**src/rtl/awgn_mem_pkg.sv**
```systemverilog
// Shared sizing and controller state encoding for the AWGN noise-table reader.
package awgn_mem_pkg;

  localparam int ADDR_W = 7;
  localparam int DATA_W = 52;
  localparam int DEPTH  = 128;

  typedef enum logic [1:0] {
    IDLE  = 2'd0,
    LOAD  = 2'd1,
    SERVE = 2'd2
  } state_e;

endpackage

```
**src/rtl/awgn_rsp_fifo.sv**
```systemverilog
// Two-entry response FIFO; head word is held stable until it is popped.
module awgn_rsp_fifo #(
  parameter int WIDTH = awgn_mem_pkg::ADDR_W + awgn_mem_pkg::DATA_W
) (
  input  logic             clk,
  input  logic             rst_n,
  input  logic             in_valid_i,
  output logic             in_ready_o,
  input  logic [WIDTH-1:0] in_data_i,
  output logic             out_valid_o,
  input  logic             out_ready_i,
  output logic [WIDTH-1:0] out_data_o
);

  logic [WIDTH-1:0] slot_q [2];
  logic             wr_ptr_q, wr_ptr_d;
  logic             rd_ptr_q, rd_ptr_d;
  logic [1:0]       count_q, count_d;
  logic             push, pop;

  assign in_ready_o  = (count_q != 2'd2);
  assign out_valid_o = (count_q != 2'd0);
  assign out_data_o  = slot_q[rd_ptr_q];
  assign push        = in_valid_i && in_ready_o;
  assign pop         = out_valid_o && out_ready_i;

  always_comb begin
    wr_ptr_d = wr_ptr_q;
    rd_ptr_d = rd_ptr_q;
    count_d  = count_q;
    if (push) wr_ptr_d = ~wr_ptr_q;
    if (pop)  rd_ptr_d = ~rd_ptr_q;
    case ({push, pop})
      2'b10:   count_d = count_q + 2'd1;
      2'b01:   count_d = count_q - 2'd1;
      default: count_d = count_q;
    endcase
  end

  always_ff @(posedge clk or negedge rst_n) begin
    if (!rst_n) begin
      slot_q[0] <= '0;
      slot_q[1] <= '0;
      wr_ptr_q  <= 1'b0;
      rd_ptr_q  <= 1'b0;
      count_q   <= 2'd0;
    end else begin
      if (push) slot_q[wr_ptr_q] <= in_data_i;
      wr_ptr_q <= wr_ptr_d;
      rd_ptr_q <= rd_ptr_d;
      count_q  <= count_d;
    end
  end

endmodule

```
**src/rtl/awgn_table_reader.sv**
```systemverilog
// Loads the AWGN noise table into an external synchronous RAM, then serves
// pipelined lookups through a two-entry response FIFO.
//
// state | meaning
// IDLE  | table invalid, waiting for ld_start
// LOAD  | accepting load words into ascending addresses
// SERVE | table valid, lookups accepted
module awgn_table_reader #(
  parameter int ADDR_W = awgn_mem_pkg::ADDR_W,
  parameter int DATA_W = awgn_mem_pkg::DATA_W,
  parameter int DEPTH  = awgn_mem_pkg::DEPTH
) (
  input  logic              clk,
  input  logic              rst_n,
  input  logic              ld_start,
  input  logic              ld_valid,
  output logic              ld_ready,
  input  logic [DATA_W-1:0] ld_data,
  output logic              ld_done,
  output logic              table_ok,
  input  logic              req_valid,
  output logic              req_ready,
  input  logic [ADDR_W-1:0] req_idx,
  output logic              rsp_valid,
  input  logic              rsp_ready,
  output logic [DATA_W-1:0] rsp_data,
  output logic [ADDR_W-1:0] rsp_idx,
  output logic              mem_we,
  output logic [ADDR_W-1:0] mem_addr,
  output logic [DATA_W-1:0] mem_wdata,
  input  logic [DATA_W-1:0] mem_rdata
);

  import awgn_mem_pkg::state_e;
  import awgn_mem_pkg::IDLE;
  import awgn_mem_pkg::LOAD;
  import awgn_mem_pkg::SERVE;

  state_e            state_q, state_d;
  logic [ADDR_W-1:0] ptr_q, ptr_d;
  logic              table_ok_q, table_ok_d;
  logic [ADDR_W-1:0] mem_addr_q;
  logic              infl_q;
  logic [ADDR_W-1:0] rd_idx_q;

  logic              ld_hs, req_hs, last_word;
  logic              fifo_in_ready, fifo_out_valid;
  logic [2:0]        occ, pop_cnt;

  assign ld_hs     = (state_q == LOAD) && ld_valid;
  assign last_word = (ptr_q == ADDR_W'(DEPTH - 1));
  assign req_hs    = req_valid && req_ready;

  // FIFO count recovered from its flags: 2 when full, 1 when holding, 0 when empty.
  assign occ     = {2'b00, fifo_out_valid} + {2'b00, ~fifo_in_ready} + {2'b00, infl_q};
  assign pop_cnt = {2'b00, rsp_valid && rsp_ready};

  assign req_ready = (state_q == SERVE) && ((occ - pop_cnt) < 3'd2);
  assign ld_ready  = (state_q == LOAD);
  assign ld_done   = ld_hs && last_word;
  assign table_ok  = table_ok_q;

  assign mem_we    = ld_hs;
  assign mem_wdata = ld_hs ? ld_data : '0;
  assign mem_addr  = ld_hs  ? ptr_q   :
                     req_hs ? req_idx : mem_addr_q;

  always_comb begin
    state_d    = state_q;
    ptr_d      = ptr_q;
    table_ok_d = table_ok_q;
    case (state_q)
      IDLE: begin
        if (ld_start) begin
          state_d = LOAD;
          ptr_d   = '0;
        end
      end
      LOAD: begin
        if (ld_hs) begin
          if (last_word) begin
            state_d    = SERVE;
            ptr_d      = '0;
            table_ok_d = 1'b1;
          end else begin
            ptr_d = ptr_q + ADDR_W'(1);
          end
        end
      end
      SERVE: begin
        // A reload must not overtake lookups still owed to the requester.
        if (ld_start && !infl_q && !fifo_out_valid) begin
          state_d    = LOAD;
          ptr_d      = '0;
          table_ok_d = 1'b0;
        end
      end
      default: begin
        state_d    = IDLE;
        ptr_d      = '0;
        table_ok_d = 1'b0;
      end
    endcase
  end

  always_ff @(posedge clk or negedge rst_n) begin
    if (!rst_n) begin
      state_q    <= IDLE;
      ptr_q      <= '0;
      table_ok_q <= 1'b0;
      mem_addr_q <= '0;
      infl_q     <= 1'b0;
      rd_idx_q   <= '0;
    end else begin
      state_q    <= state_d;
      ptr_q      <= ptr_d;
      table_ok_q <= table_ok_d;
      mem_addr_q <= mem_addr;
      infl_q     <= req_hs;
      if (req_hs) rd_idx_q <= req_idx;
    end
  end

  awgn_rsp_fifo #(
    .WIDTH (ADDR_W + DATA_W)
  ) u_rsp_fifo (
    .clk         (clk),
    .rst_n       (rst_n),
    .in_valid_i  (infl_q),
    .in_ready_o  (fifo_in_ready),
    .in_data_i   ({rd_idx_q, mem_rdata}),
    .out_valid_o (fifo_out_valid),
    .out_ready_i (rsp_ready),
    .out_data_o  ({rsp_idx, rsp_data})
  );

  assign rsp_valid = fifo_out_valid;

endmodule
```
**config.mk**
```make
export PLATFORM = sky130hd
export DESIGN_NAME = awgn_table_reader
export DESIGN_NICKNAME = d
export VERILOG_FILES = /design/src/rtl/awgn_mem_pkg.sv /design/src/rtl/awgn_rsp_fifo.sv /design/src/rtl/awgn_table_reader.sv
export SDC_FILE = /design/constraint.sdc
export NUM_CORES = 1
export LEC_CHECK = 0
export CORE_ASPECT_RATIO = 1.5
export CORE_MARGIN = 2
export CORE_UTILIZATION = 46
export DETAILED_ROUTE_END_ITERATION = 16
export GPL_TIMING_DRIVEN = 0
export PLACE_DENSITY = 0.92
export SETUP_SLACK_MARGIN = 0.5
export SLEW_MARGIN = 20
export SYNTH_ARGS = -nofsm -noshare
export SYNTH_HDL_FRONTEND = slang
export SYNTH_SLANG_ARGS = --single-unit
```
**constraint.sdc**
```tcl
create_clock -name clk -period 2.1 [get_ports clk]
set_input_delay 0.315 -clock clk [delete_from_list [all_inputs] [get_ports clk]]
set_output_delay 0.315 -clock clk [all_outputs]
set_load 0.005 [all_outputs]
```
Word level (Yosys, flattened, before mapping)
Index checks and enable logic that the tools add are counted.
{"block": "word_totals", "ff_bits": 147, "wordCells": 78, "output_inout_bits": 124, "in_bits": 117}
{"block": "classes", "reduce_logical": 17, "magnitude_cmp": 4, "muxes": 24, "addsub": 6, "n_eq_ne": 10, "n_bitwise": 6}
{"operator": "2-to-1 mux 59 bit", "count": 4}
{"operator": "bitwise mux 118 bit", "count": 1}
{"operator": "demux 59 bit (select 1 bit)", "count": 1}
{"operator": "2-to-1 mux 52 bit", "count": 1}
{"operator": "2-to-1 mux 7 bit", "count": 6}
{"operator": "case mux 7 bit (3 select lines)", "count": 1}
{"operator": "logical AND 1 bit", "count": 9}
{"operator": "2-to-1 mux 2 bit", "count": 4}
{"operator": "AND reduction 4 bit", "count": 2}
{"operator": "adder 7 x 1 -> 7 bit (second input constant)", "count": 1}
{"operator": "== test 7 bit (second input constant)", "count": 1}
{"operator": "inequality test 2 x 1 -> 1 bit (second input constant)", "count": 3}
{"operator": "case mux 2 bit (3 select lines)", "count": 1}
{"operator": "== test 2 x 1 -> 1 bit (second input constant)", "count": 2}
{"operator": "== test 2 bit (second input constant)", "count": 2}
{"operator": ">= comparator 2 bit (second input constant)", "count": 2}
{"operator": "inequality test 2 bit (second input constant)", "count": 2}
{"operator": "NOT 1 bit", "count": 4}
{"operator": "NOT 1 -> 2 bit", "count": 2}
{"operator": "case mux 2 bit (2 select lines)", "count": 1}
{"operator": "nonzero test 2 bit", "count": 2}
{"operator": "adder 2 x 1 -> 3 bit", "count": 1}
{"operator": "< comparator 3 x 2 -> 1 bit (second input constant)", "count": 1}
{"operator": "2-to-1 mux 1 bit", "count": 3}
{"operator": "9 further kinds", "count": 10}

Logic depth before layout (Yosys ltp)
Gate-level depths: netlist (run 1).
{"block": "logic_depth", "word_depth": 10, "mapped_depth": 8, "mapped_depth_nobuf": 6}

Modules after synthesis
A second synthesis (run 1) with hierarchy kept.
{"block": "hier_totals", "cells_unflattened": 525, "hier_area_um2": 6996.7}
{"module": "awgn_rsp_fifo", "cells_per_inst": 333, "n_inst": 1, "area_each_um2": 5408.9, "seq_area_each_um2": 3052.9}
{"module": "awgn_table_reader", "cells_per_inst": 192, "n_inst": 1, "area_each_um2": 1587.8, "seq_area_each_um2": 625.6}

Least setup slack after synthesis (run 1)
No wires, ideal clock.
{"block": "synth_path", "path_kind": "register to output", "startpoint": "register u_rsp_fifo.count_q[0]", "endpoint": "output mem_addr[4]", "arrival_time_ns": 1.456, "path_buffers": 4, "path_slack_ns": 0.329, "required_time_ns": 1.785, "path_stages_with_launch": 9, "path_cell_list": "dfrtp_1 -> buf_6 -> nand2b_4 -> a21bo_1 -> buf_6 -> and2_4 -> buf_6 -> buf_6 -> o211ai_2"}
{"block": "synth_via", "elab_chain_cells": 10, "word_cells_on_any_way": 12, "classes_between": "3 x add/sub; 1 x order compare; 1 x eq/ne; 2 x mux; 1 x bitwise; 4 x reduce/logical"}
{"item": "start: declaration", "line_no": "awgn_rsp_fifo.sv:18", "source": "logic [1:0] count_q, count_d;"}
{"item": "start signal: assignment", "line_no": "awgn_rsp_fifo.sv:51", "source": "count_q <= count_d;"}
{"item": "inequality test 2 bit", "line_no": "awgn_rsp_fifo.sv:21", "source": "assign in_ready_o = (count_q != 2'd2);"}
{"item": "NOT 1 bit", "line_no": "awgn_table_reader.sv:55", "source": "assign occ = {2'b00, fifo_out_valid} + {2'b00, ~fifo_in_ready} + {2'b00, infl_q};"}
{"item": "adder 1 x 1 -> 2 bit", "line_no": "awgn_table_reader.sv:55"}
{"item": "adder 2 x 1 -> 3 bit", "line_no": "awgn_table_reader.sv:55"}
{"item": "subtractor 3 x 1 -> 3 bit (*)", "line_no": "awgn_table_reader.sv:58", "source": "assign req_ready = (state_q == SERVE) && ((occ - pop_cnt) < 3'd2);"}
{"item": "< comparator 3 x 2 -> 1 bit (*)", "line_no": "awgn_table_reader.sv:58"}
{"item": "logical AND 1 bit (*)", "line_no": "awgn_table_reader.sv:58"}
{"item": "logical AND 1 bit (*)", "line_no": "awgn_table_reader.sv:52", "source": "assign req_hs = req_valid && req_ready;"}
{"item": "via req_hs", "line_no": "awgn_table_reader.sv:46", "source": "logic ld_hs, req_hs, last_word;"}
{"item": "2-to-1 mux 7 bit (*)", "line_no": "awgn_table_reader.sv:66", "source": "req_hs ? req_idx : mem_addr_q;"}
{"item": "2-to-1 mux 7 bit (*)", "line_no": "awgn_table_reader.sv:65", "source": "assign mem_addr = ld_hs ? ptr_q :"}
{"item": "end: declaration", "line_no": "awgn_table_reader.sv:29", "source": "output logic [ADDR_W-1:0] mem_addr,"}
Mark *: on every way through the listed nets, which the timed path passes. The rest lies on a longest branch.

Worst setup path in the final report (run 1)
{"block": "layout_path", "startpoint": "register u_rsp_fifo.count_q[0]", "endpoint": "output mem_addr[0]"}
{"block": "layout_via", "elab_chain_cells": 10, "word_cells_on_any_way": 12, "classes_between": "3 x add/sub; 1 x order compare; 1 x eq/ne; 2 x mux; 1 x bitwise; 4 x reduce/logical"}
{"item": "inequality test 2 bit", "line_no": "awgn_rsp_fifo.sv:21"}
{"item": "NOT 1 bit", "line_no": "awgn_table_reader.sv:55"}
{"item": "adder 1 x 1 -> 2 bit", "line_no": "awgn_table_reader.sv:55"}
{"item": "adder 2 x 1 -> 3 bit", "line_no": "awgn_table_reader.sv:55"}
{"item": "subtractor 3 x 1 -> 3 bit (*)", "line_no": "awgn_table_reader.sv:58"}
{"item": "< comparator 3 x 2 -> 1 bit (*)", "line_no": "awgn_table_reader.sv:58"}
{"item": "logical AND 1 bit (*)", "line_no": "awgn_table_reader.sv:58"}
{"item": "logical AND 1 bit (*)", "line_no": "awgn_table_reader.sv:52"}
{"item": "2-to-1 mux 7 bit (*)", "line_no": "awgn_table_reader.sv:66"}
{"item": "2-to-1 mux 7 bit (*)", "line_no": "awgn_table_reader.sv:65"}
Every way passes the cells marked *; elsewhere a longest branch is shown, timed or not.

==> results.sh, run 1 <==
export IMPL_grt_setup_unrepaired="true"
export IMPL_timing_critical_path_slowest_cell_delay_ns=0.40
export IMPL_hold_violations=0
export IMPL_vias=6926
export IMPL_grt_pass1_vias=6963
export IMPL_synth_async_reset_ratio_pct=100
export IMPL_worst_hold_path_type="in2async"
export IMPL_synth_seq_cells=147
export IMPL_clk_insertion_delay_late_ns=0.43
export IMPL_synthDistinctLibCells=45
export IMPL_clk_root_buffer_cell="sky130_fd_sc_hd__clkbuf_16"
export IMPL_yosys_cell_count_top_type="sky130_fd_sc_hd__dfrtp_1"
export IMPL_die_height_um=153
export IMPL_yosys_area_top_type_share_pct=53.7
export IMPL_pin_count_of_the_biggest_net_entering_global_routing=88
export IMPL_power_leakage_nw=6.45
export IMPL_number_of_enable_type_register_cells_in_the_synthesized_netlist=0
export IMPL_timing_max_slew_rel_slack_pct=65.4
export IMPL_finalWirelength_um=35000
export IMPL_num_nets_final=1068
export IMPL_synth_warnings=0
export IMPL_horizontal_die_dimension_um=104
export IMPL_multi_input_area_um2=3920
export IMPL_switching_share_pct=34.2
export IMPL_syn_mean_instance_area_um2=13.0
export IMPL_critical_path_n_buffers_inverters=4
export IMPL_cp_max_fo=6
export IMPL_finClkSkew_ns=0.0113
export IMPL_worst_pin_slew_ns=0.519
export IMPL_die_area_um2=15900
export IMPL_post_synth_inst_count=528
export IMPL_antenna_cells_inserted=0
export IMPL_total_power_mw=22.0
export IMPL_ctsLongestPathBuffers=2
export IMPL_drt_antenna_violating_nets=0
export IMPL_viasPerCell=5.98
export IMPL_most_used_dff_post_synth="sky130_fd_sc_hd__dfrtp_1"
export IMPL_starting_density_of_the_core_pct=47.1
export IMPL_post_route_cells_drive_above_1_share_pct=63.9
export IMPL_track_usage_pct=32.5
export IMPL_detail_route_wl_per_cell_um=30.2
export IMPL_fin_crit_ns=2.51
export IMPL_number_of_pins_exceeding_their_max_slew_limit_in_the_final_report=0
export IMPL_syn_cell_area_um2=6850
export IMPL_yosys_top_cells_area="sky130_fd_sc_hd__dfrtp_1 54%, sky130_fd_sc_hd__mux2_2 22%, sky130_fd_sc_hd__mux2_1 5.9%, sky130_fd_sc_hd__and3_1 4.8%, sky130_fd_sc_hd__nand2_1 1.5%"
export IMPL_setup_viol=89
export IMPL_critical_path_top_delay_family="buffers and inverters"
export IMPL_failed_checks="setup timing"
export IMPL_n_fill_cell=386
export IMPL_final_period_utilization_pct=119
export IMPL_internal_power_mw=14.5
export IMPL_placementRows=54
export IMPL_worstSetupPathType="reg2out"
export IMPL_antenna_found_initial=0
export IMPL_power_sequential_fraction_pct=24.4
export IMPL_cts_reportedPaths_clkPinSlew_ns=0.06
export IMPL_core_area_um2=14500
export IMPL_final_seq_area_um2=3680
export IMPL_dpl_cell_count=964
export IMPL_timing_critical_path_mode_cell="sky130_fd_sc_hd__buf_6"
export IMPL_synth_fp_nets=647
export IMPL_cts_sink_count=147
export IMPL_run_status="complete, but fails checks"
export IMPL_worst_hold_slack_ns=0.403
export IMPL_tritoncts="done"
export IMPL_grt_first_pass_wirelength_um=39200
export IMPL_pwr_share_clk_pct=14.6
export IMPL_synth_sequential_area_ratio_pct=53.7
export IMPL_fmaxAchievable_mhz=399
export IMPL_placedInstanceArea_um2=9520
export IMPL_vdd_ir_drop_worst_uv=1250
export IMPL_remaining_drcs=0
export IMPL_final_area_um2=13600
export IMPL_dpl_worst_slack_ns=-0.710
export IMPL_port_buffers=239
export IMPL_power_per_cell_area_nw_per_um2=1620
export IMPL_postLayoutCoreUtil_pct=93.4
export IMPL_pin_count=241
export IMPL_area_growth_synth_to_final_pct=98.3
export IMPL_instances_no_fill=1158
export IMPL_drt_pass1_iterations=7
export IMPL_crit_path_start_kind="register"
export IMPL_grt_ovfl_total=0
export IMPL_final_critical_path_setup_slack_ns=-0.405
export IMPL_gp_routability_congestion=0.878
export IMPL_power_switching_mw=7.50
export IMPL_place_hpwl_um=14100
export IMPL_maximum_capacitance_violations=0
export IMPL_critPathRequiredTime_ns=1.78
export IMPL_synth_top_cells_by_count="147 x sky130_fd_sc_hd__dfrtp_1, 134 x sky130_fd_sc_hd__mux2_2, 53 x sky130_fd_sc_hd__and3_1, 36 x sky130_fd_sc_hd__mux2_1, 28 x sky130_fd_sc_hd__nand2_1"
export IMPL_cp_cell_sequence="buf_6 > nand2b_4 > a21bo_1 > buf_6 > and2_4 > buf_6 > o211ai_1 > buf_2"
export IMPL_initialDrtViolationCount=604
export IMPL_pwr_share_comb_pct=61.0
export IMPL_end_kind="primary output"
export IMPL_tns_ns=-7.73
export IMPL_synth_top_area_cell="sky130_fd_sc_hd__dfrtp_1"
export IMPL_num_cts_buffers=17
export IMPL_htree_num_levels=4
export IMPL_critical_path_at_ns=2.19
export IMPL_cp_max_delay_cell="sky130_fd_sc_hd__dfrtp_1"
## what timing repair did
action | CTS | global route
buffers inserted | 90 | 47
gates cloned | 19 | 5
resized for setup | 812 | 256
pin swaps | 26 | 12
hold buffers | 1 | 0
setup endpoints to repair | 259 | 266
endpoints found under the hold margin | 60 | 0
## layout make-up
cell class,count,share of cell area (%)
timing repair buffer,402,33.5
multi-input combinational,333,28.9
sequential,147,27.1
buffer,38,3.98
clock buffer,17,3.13
tap,196,1.81
clock inverter,15,1.24
inverter,10,0.350
## final timing paths
check                                 startpoint               endpoint  slack, ns  cells past startpoint
max                        u_rsp_fifo.count_q[0]            mem_addr[0]      -0.41                      8
min reg2reg                u_rsp_fifo.slot_q[42]  u_rsp_fifo.slot_q[42]       0.50                      1
min in group clk                        ld_valid               table_ok       0.41                      3
max in group asynchronous                  rst_n          mem_addr_q[6]       0.91                      3
min                                        rst_n  u_rsp_fifo.slot_q[77]       0.40                      2
max reg2reg                u_rsp_fifo.count_q[0]  u_rsp_fifo.slot_q[62]          0                     10
## registers in the layout, summed over array words and instances (netlist names), 2 cells and up
register            cells
u_rsp_fifo.count_q      2
u_rsp_fifo.slot_q     118
state_q                 2
ptr_q                   7
rd_idx_q                7
mem_addr_q              7
## power by group through the flow
stage | sequential [mW] | combinational (mW) | clock [mW]
3_5_place_dp | 4.90 | 6.59 | 0
3_3_place_gp | 4.80 | 6.40 | 0
5_1_grt | 5.39 | 13.7 | 3.32
6_report | 5.36 | 13.4 | 3.21
4_1_cts | 4.90 | 10.2 | 3.09
2_1_floorplan | 4.66 | 3.30 | 0
## cell families after synthesis
logic type      after synthesis  synth area share (%)
buf+inv                      48                  3.58
fa+ha+maj                     2                 0.366
compound gates               44                  4.22
simple gates                112                  9.49
mux                         170                  28.0
flops                       147                  53.7
xor+xnor                      5                 0.640
## cell usage in the layout (no fill, tap or decap), drive strengths merged, types with 4 or more instances in the layout
cell	count
and3	53
buf	309
clkbuf	32
clkdlybuf4s50	114
clkinvlp	4
dfrtp	147
inv	17
mux2	170
nand2	29
nand2b	6
nand3	10
nor2	4
o211ai	6
o21ai	24
## layer usage
metal	wire length (µm)	GRT usage [%]	vias up	share of wire [%]
li1	-	-	2734	-
met1	11600	32.7	3430	33
met2	17900	63.1	556	51
met3	2400	6.48	206	6.9
met4	3120	15.4	0	8.9
met5	0	0	-	0
Note: power is estimated with default switching activity, not from simulation.
==> run 2, diff against run 1 <==
PLACE_DENSITY = 0.93   (was 0.92)
clock period = 2.5 ns   (was 2.1 ns; I/O delays follow)
==> run 2 against run 1 <==
Effect of this change:
- hold slack better by 0.071 ns
- design area is 10% lower
- largest cell class unchanged
- largest power group unchanged
- worst setup slack better by 0.44 ns
- power is 26% lower
- the flow now finishes without violations
- sequential share of layout area is 3.1 points higher
- utilization is 9.6 points lower
- count of clock-buffer cells in the layout is 2 higher
- final cell count is 5.4% lower
- routed wire length is 29% lower
- non-clock buffer count is 65 lower
- critical path depth is 1 higher
- global-route usage is 4.7 points lower
==> results.sh, run 2 (synthesized netlist as in run 1, its figures left out) <==
export IMPL_initialDrtViolationCount=314
export IMPL_placementRows=54
export IMPL_antenna_found_initial=2
export IMPL_num_cts_buffers=17
export IMPL_grt_setup_unrepaired="true"
export IMPL_grt_pass1_vias=6364
export IMPL_mostFrequentLayoutCells="167 x sky130_fd_sc_hd__buf_6, 146 x sky130_fd_sc_hd__dfrtp_1, 114 x sky130_fd_sc_hd__clkdlybuf4s50_1, 75 x sky130_fd_sc_hd__mux2_2, 59 x sky130_fd_sc_hd__mux2_4"
export IMPL_cts_sink_count=147
export IMPL_end_kind="primary output"
export IMPL_instances_no_fill=1095
export IMPL_final_period_utilization_pct=98.5
export IMPL_horizontal_die_dimension_um=104
export IMPL_grt_first_pass_wirelength_um=34000
export IMPL_largest_reg_flops=118
export IMPL_clk_insertion_delay_late_ns=0.42
export IMPL_place_hpwl_um=13800
export IMPL_num_nets_final=1004
export IMPL_cts_reportedPaths_clkPinSlew_ns=0.06
export IMPL_commonest_non_fill_non_tap_cell_in_the_layout="sky130_fd_sc_hd__buf_6"
export IMPL_final_critical_path_setup_slack_ns=0.0377
export IMPL_n_fill_cell=646
export IMPL_area_growth_synth_to_final_pct=77.9
export IMPL_vdd_ir_drop_worst_uv=716
export IMPL_worstSetupPathType="reg2out"
export IMPL_pin_count=241
export IMPL_power_per_cell_area_nw_per_um2=1330
export IMPL_drt_pass1_iterations=5
export IMPL_vias=5893
export IMPL_grt_ovfl_total=0
export IMPL_die_height_um=153
export IMPL_postLayoutCoreUtil_pct=83.9
export IMPL_fin_crit_ns=2.46
export IMPL_largest_register="u_rsp_fifo.slot_q"
export IMPL_tns_ns=0
export IMPL_critPathRequiredTime_ns=2.12
export IMPL_port_buffers=239
export IMPL_finClkSkew_ns=0.0110
export IMPL_detail_route_wl_per_cell_um=22.7
export IMPL_maximum_capacitance_violations=0
export IMPL_worst_pin_slew_ns=0.500
export IMPL_track_usage_pct=27.8
export IMPL_timing_max_slew_rel_slack_pct=66.6
export IMPL_hold_violations=0
export IMPL_cp_max_fo=6
export IMPL_die_area_um2=15900
export IMPL_ctsLongestPathBuffers=2
export IMPL_power_leakage_nw=5.58
export IMPL_viasPerCell=5.38
export IMPL_htree_num_levels=4
export IMPL_pin_count_of_the_biggest_net_entering_global_routing=91
export IMPL_core_area_um2=14500
export IMPL_tritoncts="done"
export IMPL_post_route_cells_drive_above_1_share_pct=55.2
export IMPL_critical_path_at_ns=2.09
export IMPL_multi_input_area_um2=3510
export IMPL_setup_viol=0
export IMPL_remaining_drcs=0
export IMPL_fmaxAchievable_mhz=406
export IMPL_finalWirelength_um=24900
export IMPL_final_seq_area_um2=3680
export IMPL_starting_density_of_the_core_pct=47.1
export IMPL_worst_hold_slack_ns=0.474
export IMPL_gp_routability_congestion=0.799
export IMPL_dpl_cell_count=964
export IMPL_crit_path_start_kind="register"
export IMPL_clk_root_buffer_cell="sky130_fd_sc_hd__clkbuf_16"
export IMPL_run_status="finished, final reports clean"
export IMPL_dpl_worst_slack_ns=-0.469
export IMPL_worst_hold_path_type="in2async"
export IMPL_drt_antenna_violating_nets=0
export IMPL_number_of_pins_exceeding_their_max_slew_limit_in_the_final_report=0
-- run 2: cell types whose count changed in the layout (fill, tap and decap cells not counted), sizes merged --
| cell | change |
|---|---|
| buf | -66 |
| inv | -7 |
| clkinv | +5 |
| clkbuf | +3 |
| bufinv | +1 |
| clkinvlp | -1 |
| diode | +1 |
| dlygate4sd2 | +1 |
| dlymetal6s2s | -1 |
| nand2 | +1 |
-- run 2: area by class of cell --
type | instances | share of cell area [%]
repair buffers | 337 | 30.0
clock buffers | 19 | 3.72
clock inverters | 13 | 1.30
diodes | 1 | 0.0205
well taps | 196 | 2.01
flip-flops and latches | 147 | 30.2
multi-input cells | 334 | 28.8
plain buffers | 38 | 3.48
inverters | 10 | 0.411
-- run 2: metal layers --
metal / vias up / GRT usage (%) / wire (µm)
met2: 280 / 54.7 / 14200
met1: 2952 / 27.6 / 8460
met3: 51 / 6.91 / 1520
met5: - / 0 / 13
li1: 2608 / - / -
met4: 2 / 10.8 / 680
-- run 2: worst paths after layout --
check	start	endpoint	slack, ns	cells past startpoint
setup / recovery	u_rsp_fifo.count_q[0]	mem_addr[5]	0.04	9
hold / removal	rst_n	u_rsp_fifo.slot_q[19]	0.47	2
setup reg to reg	u_rsp_fifo.count_q[0]	u_rsp_fifo.slot_q[47]	0.59	8
hold reg to reg	rd_idx_q[2]	u_rsp_fifo.slot_q[113]	0.49	1
max in group asynchronous	rst_n	u_rsp_fifo.slot_q[36]	1.24	3
min in group clk	rd_idx_q[2]	u_rsp_fifo.slot_q[113]	0.49	1
-- run 2: timing repair --
item,CTS,global route
setup endpoints to repair,123,131
hold buffers,1,0
setup buffers,60,25
gates resized for setup,593,286
hold endpoints to repair,57,0
pin swaps,12,12
cloned,11,1
-- run 2: where the power goes --
part | switching (mW) | internal, mW | leakage [nW]
clock | 1.02 | 1.62 | 0.295
combinational | 3.27 | 6.10 | 3.49
sequential | 0.739 | 3.51 | 1.79
total | 5.02 | 11.2 | 5.58
-- run 2: critical path, stage by stage (launching register included) --
cell and delay [ns]:
sky130_fd_sc_hd__dfrtp_1 0.37, sky130_fd_sc_hd__buf_6 0.13, sky130_fd_sc_hd__nand2b_4 0.13, sky130_fd_sc_hd__a21bo_1 0.17
sky130_fd_sc_hd__buf_6 0.11, sky130_fd_sc_hd__and2_4 0.13, sky130_fd_sc_hd__buf_6 0.12, sky130_fd_sc_hd__buf_8 0.12
sky130_fd_sc_hd__o211ai_4 0.21, sky130_fd_sc_hd__buf_2 0.17
-- run 2: per-stage QoR --
| step | instance area, µm² | power, mW |
|---|---|---|
| after floorplan | 6850 | 6.69 |
| after global placement | 9480 | 9.41 |
| after detailed placement | 9520 | 9.62 |
| after CTS | 10900 | 13.7 |
| after global routing | 12200 | 16.9 |
| final | 12200 | 16.3 |
==> run 3, diff against run 2 <==
CORE_UTILIZATION = 41   (was 46)
MAX_ROUTING_LAYER = met4   (was default)
PLACE_DENSITY = 0.88   (was 0.93)
clock period = 2.1 ns   (was 2.5 ns; I/O delays follow)
==> run 3 against run 2 <==
Effect of this change:
- the flow now finishes with violations (setup timing)
- power increased by 21%
- via count increased by 3.9%
- first-iteration DRC count unchanged
- non-clock buffer count increased by 35
- flip-flop and latch count unchanged
- global-route usage decreased by 1.1 points
- hold slack improved by 0.0076 ns
- register-to-register slack got worse by 0.51 ns
- routed wire length increased by 6.2%
- design area increased by 7.3%
- critical path type unchanged
- largest cell class unchanged
- highest routed layer is now met4
==> results.sh, run 3 (synthesized netlist as in run 1, its figures left out) <==
export IMPL_hold_violations=0
export IMPL_ctsLongestPathBuffers=2
export IMPL_grt_setup_unrepaired="true"
export IMPL_die_area_um2=17800
export IMPL_instances_no_fill=1137
export IMPL_grt_ovfl_total=0
export IMPL_cts_reportedPaths_clkPinSlew_ns=0.06
export IMPL_horizontal_die_dimension_um=110
export IMPL_port_buffers=239
export IMPL_worstSetupPathType="reg2out"
export IMPL_critical_path_at_ns=2.10
export IMPL_cp_cell_sequence="buf_6 > nor3b_4 > nor3b_4 > buf_6 > and2_4 > buf_6 > buf_8 > o211ai_4 > buf_2"
export IMPL_place_hpwl_um=13800
export IMPL_drt_antenna_violating_nets=0
export IMPL_fmaxAchievable_mhz=414
export IMPL_tritoncts="done"
export IMPL_dpl_cell_count=974
export IMPL_starting_density_of_the_core_pct=42.1
export IMPL_critPathRequiredTime_ns=1.78
export IMPL_failed_checks="setup timing"
export IMPL_commonest_non_fill_non_tap_cell_in_the_layout="sky130_fd_sc_hd__buf_6"
export IMPL_placementRows=57
export IMPL_power_sequential_fraction_pct=25.8
export IMPL_clk_insertion_delay_late_ns=0.41
export IMPL_timing_critical_path_mode_cell="sky130_fd_sc_hd__buf_6"
export IMPL_power_per_cell_area_nw_per_um2=1500
export IMPL_timing_max_slew_rel_slack_pct=55.7
export IMPL_grt_first_pass_wirelength_um=34800
export IMPL_grt_pass1_vias=6592
export IMPL_num_nets_final=1038
export IMPL_htree_num_levels=4
export IMPL_switching_share_pct=30.9
export IMPL_worst_hold_path_type="in2async"
export IMPL_drt_pass1_iterations=4
export IMPL_maximum_capacitance_violations=0
export IMPL_gp_routability_congestion=0.864
export IMPL_tns_ns=-5.15
export IMPL_critical_path_n_buffers_inverters=5
export IMPL_finalWirelength_um=26400
export IMPL_area_growth_synth_to_final_pct=90.8
export IMPL_detail_route_wl_per_cell_um=23.3
export IMPL_setup_viol=60
export IMPL_finClkSkew_ns=0.00864
export IMPL_antenna_found_initial=0
export IMPL_vias=6124
export IMPL_cts_sink_count=147
export IMPL_cp_max_delay_cell="sky130_fd_sc_hd__dfrtp_1"
export IMPL_dpl_worst_slack_ns=-0.647
export IMPL_remaining_drcs=0
export IMPL_track_usage_pct=26.7
export IMPL_pwr_share_clk_pct=15.0
export IMPL_run_status="complete, but fails checks"
export IMPL_critical_path_top_delay_family="buffers and inverters"
export IMPL_largest_reg_flops=118
export IMPL_worst_r2r_setup_slack_ns=0.08
export IMPL_number_of_pins_exceeding_their_max_slew_limit_in_the_final_report=0
export IMPL_fin_crit_ns=2.42
export IMPL_worst_pin_slew_ns=0.664
export IMPL_internal_power_mw=13.6
export IMPL_antenna_cells_inserted=0
export IMPL_vdd_ir_drop_worst_uv=861
export IMPL_clk_root_buffer_cell="sky130_fd_sc_hd__clkbuf_16"
export IMPL_die_height_um=162
export IMPL_final_critical_path_setup_slack_ns=-0.318
export IMPL_core_area_um2=16300
export IMPL_crit_path_start_kind="register"
export IMPL_n_fill_cell=827
export IMPL_pin_count_of_the_biggest_net_entering_global_routing=87
export IMPL_initialDrtViolationCount=314
export IMPL_largest_register="u_rsp_fifo.slot_q"
export IMPL_cp_max_fo=6
export IMPL_power_switching_mw=6.07
export IMPL_post_route_cells_drive_above_1_share_pct=62.8
export IMPL_pwr_share_comb_pct=59.2
export IMPL_final_period_utilization_pct=115
export IMPL_viasPerCell=5.39
export IMPL_timing_critical_path_slowest_cell_delay_ns=0.37
export IMPL_end_kind="primary output"
export IMPL_num_cts_buffers=17
export IMPL_pin_count=241
export IMPL_power_leakage_nw=6.11
export IMPL_mostFrequentLayoutCells="172 x sky130_fd_sc_hd__buf_6, 146 x sky130_fd_sc_hd__dfrtp_1, 114 x sky130_fd_sc_hd__clkdlybuf4s50_1, 107 x sky130_fd_sc_hd__mux2_4, 63 x sky130_fd_sc_hd__mux2_2"
==> run 3: changes by cell type in the layout (fill, tap and decap cells not counted), moves of 5 or more <==
cell                        previous run  this run
sky130_fd_sc_hd__o21ai_0              17        10
sky130_fd_sc_hd__mux2_4               59       107
sky130_fd_sc_hd__buf_6               167       172
sky130_fd_sc_hd__o21ai_2               0         9
sky130_fd_sc_hd__nand3_1               7         1
sky130_fd_sc_hd__buf_8                21        34
sky130_fd_sc_hd__mux2_1               36         0
sky130_fd_sc_hd__clkbuf_16            20        26
sky130_fd_sc_hd__mux2_2               75        63
sky130_fd_sc_hd__buf_12                8        14
==> run 3: worst paths after layout <==
kind	from	endpoint	cells past startpoint
min	rst_n	u_rsp_fifo.slot_q[91]	2
min reg2reg	u_rsp_fifo.slot_q[52]	u_rsp_fifo.slot_q[52]	2
max in group asynchronous	rst_n	u_rsp_fifo.slot_q[45]	3
max	u_rsp_fifo.count_q[0]	mem_addr[4]	9
max reg2reg	u_rsp_fifo.count_q[0]	u_rsp_fifo.slot_q[115]	12
min in group clk	u_rsp_fifo.slot_q[52]	u_rsp_fifo.slot_q[52]	2
==> run 3: power groups by stage <==
stage / clock network (mW) / registers (mW) / logic, mW
CTS: 2.96 / 4.87 / 9.37
detailed placement: 0 / 4.89 / 6.55
floorplan: 0 / 4.66 / 3.30
global route: 3.13 / 5.17 / 12.1
finish: 2.95 / 5.06 / 11.6
global placement: 0 / 4.79 / 6.43
==> run 3: cell type report <==
cell class                 count  area (µm²)  share of cell area (%)
multi-input combinational    333        3810                    29.2
inverter                      10        50.0                   0.383
tap                          206         258                    1.97
clock buffer                  19         433                    3.31
timing repair buffer         372        4160                    31.8
buffer                        38         538                    4.12
sequential                   147        3680                    28.2
clock inverter                12         134                    1.02
==> run 3: layer usage <==
layer	GRT usage (%)	up-vias	share of wire (%)
li1	-	2671	-
met1	26.9	3074	34
met2	49.9	306	57
met5	-	-	0
met3	4.74	73	5.4
met4	10.5	0	4.2
==> run 3: repair_timing <==
| action | 4_1_cts | 5_1_grt |
|---|---|---|
| gates resized for setup | 786 | 235 |
| buffers inserted | 83 | 28 |
| setup endpoints to repair | 260 | 267 |
| hold endpoints to repair | 85 | 0 |
| cloned | 14 | 6 |
| pin swaps | 32 | 11 |
| hold buffers | 1 | 0 |
==> run 3: through the flow <==
stage	hold slack [ns]	power, mW	utilization (%)	cell area (µm²)
final	0.481	19.6	80.3	13100
after global routing	0.480	20.4	80.3	13100
after CTS	0.422	17.2	72.4	11800
after detailed placement	0.360	11.4	58.6	9530
after global placement	0.455	11.2	58.4	9500
after floorplan	0.0194	7.96	-	6850
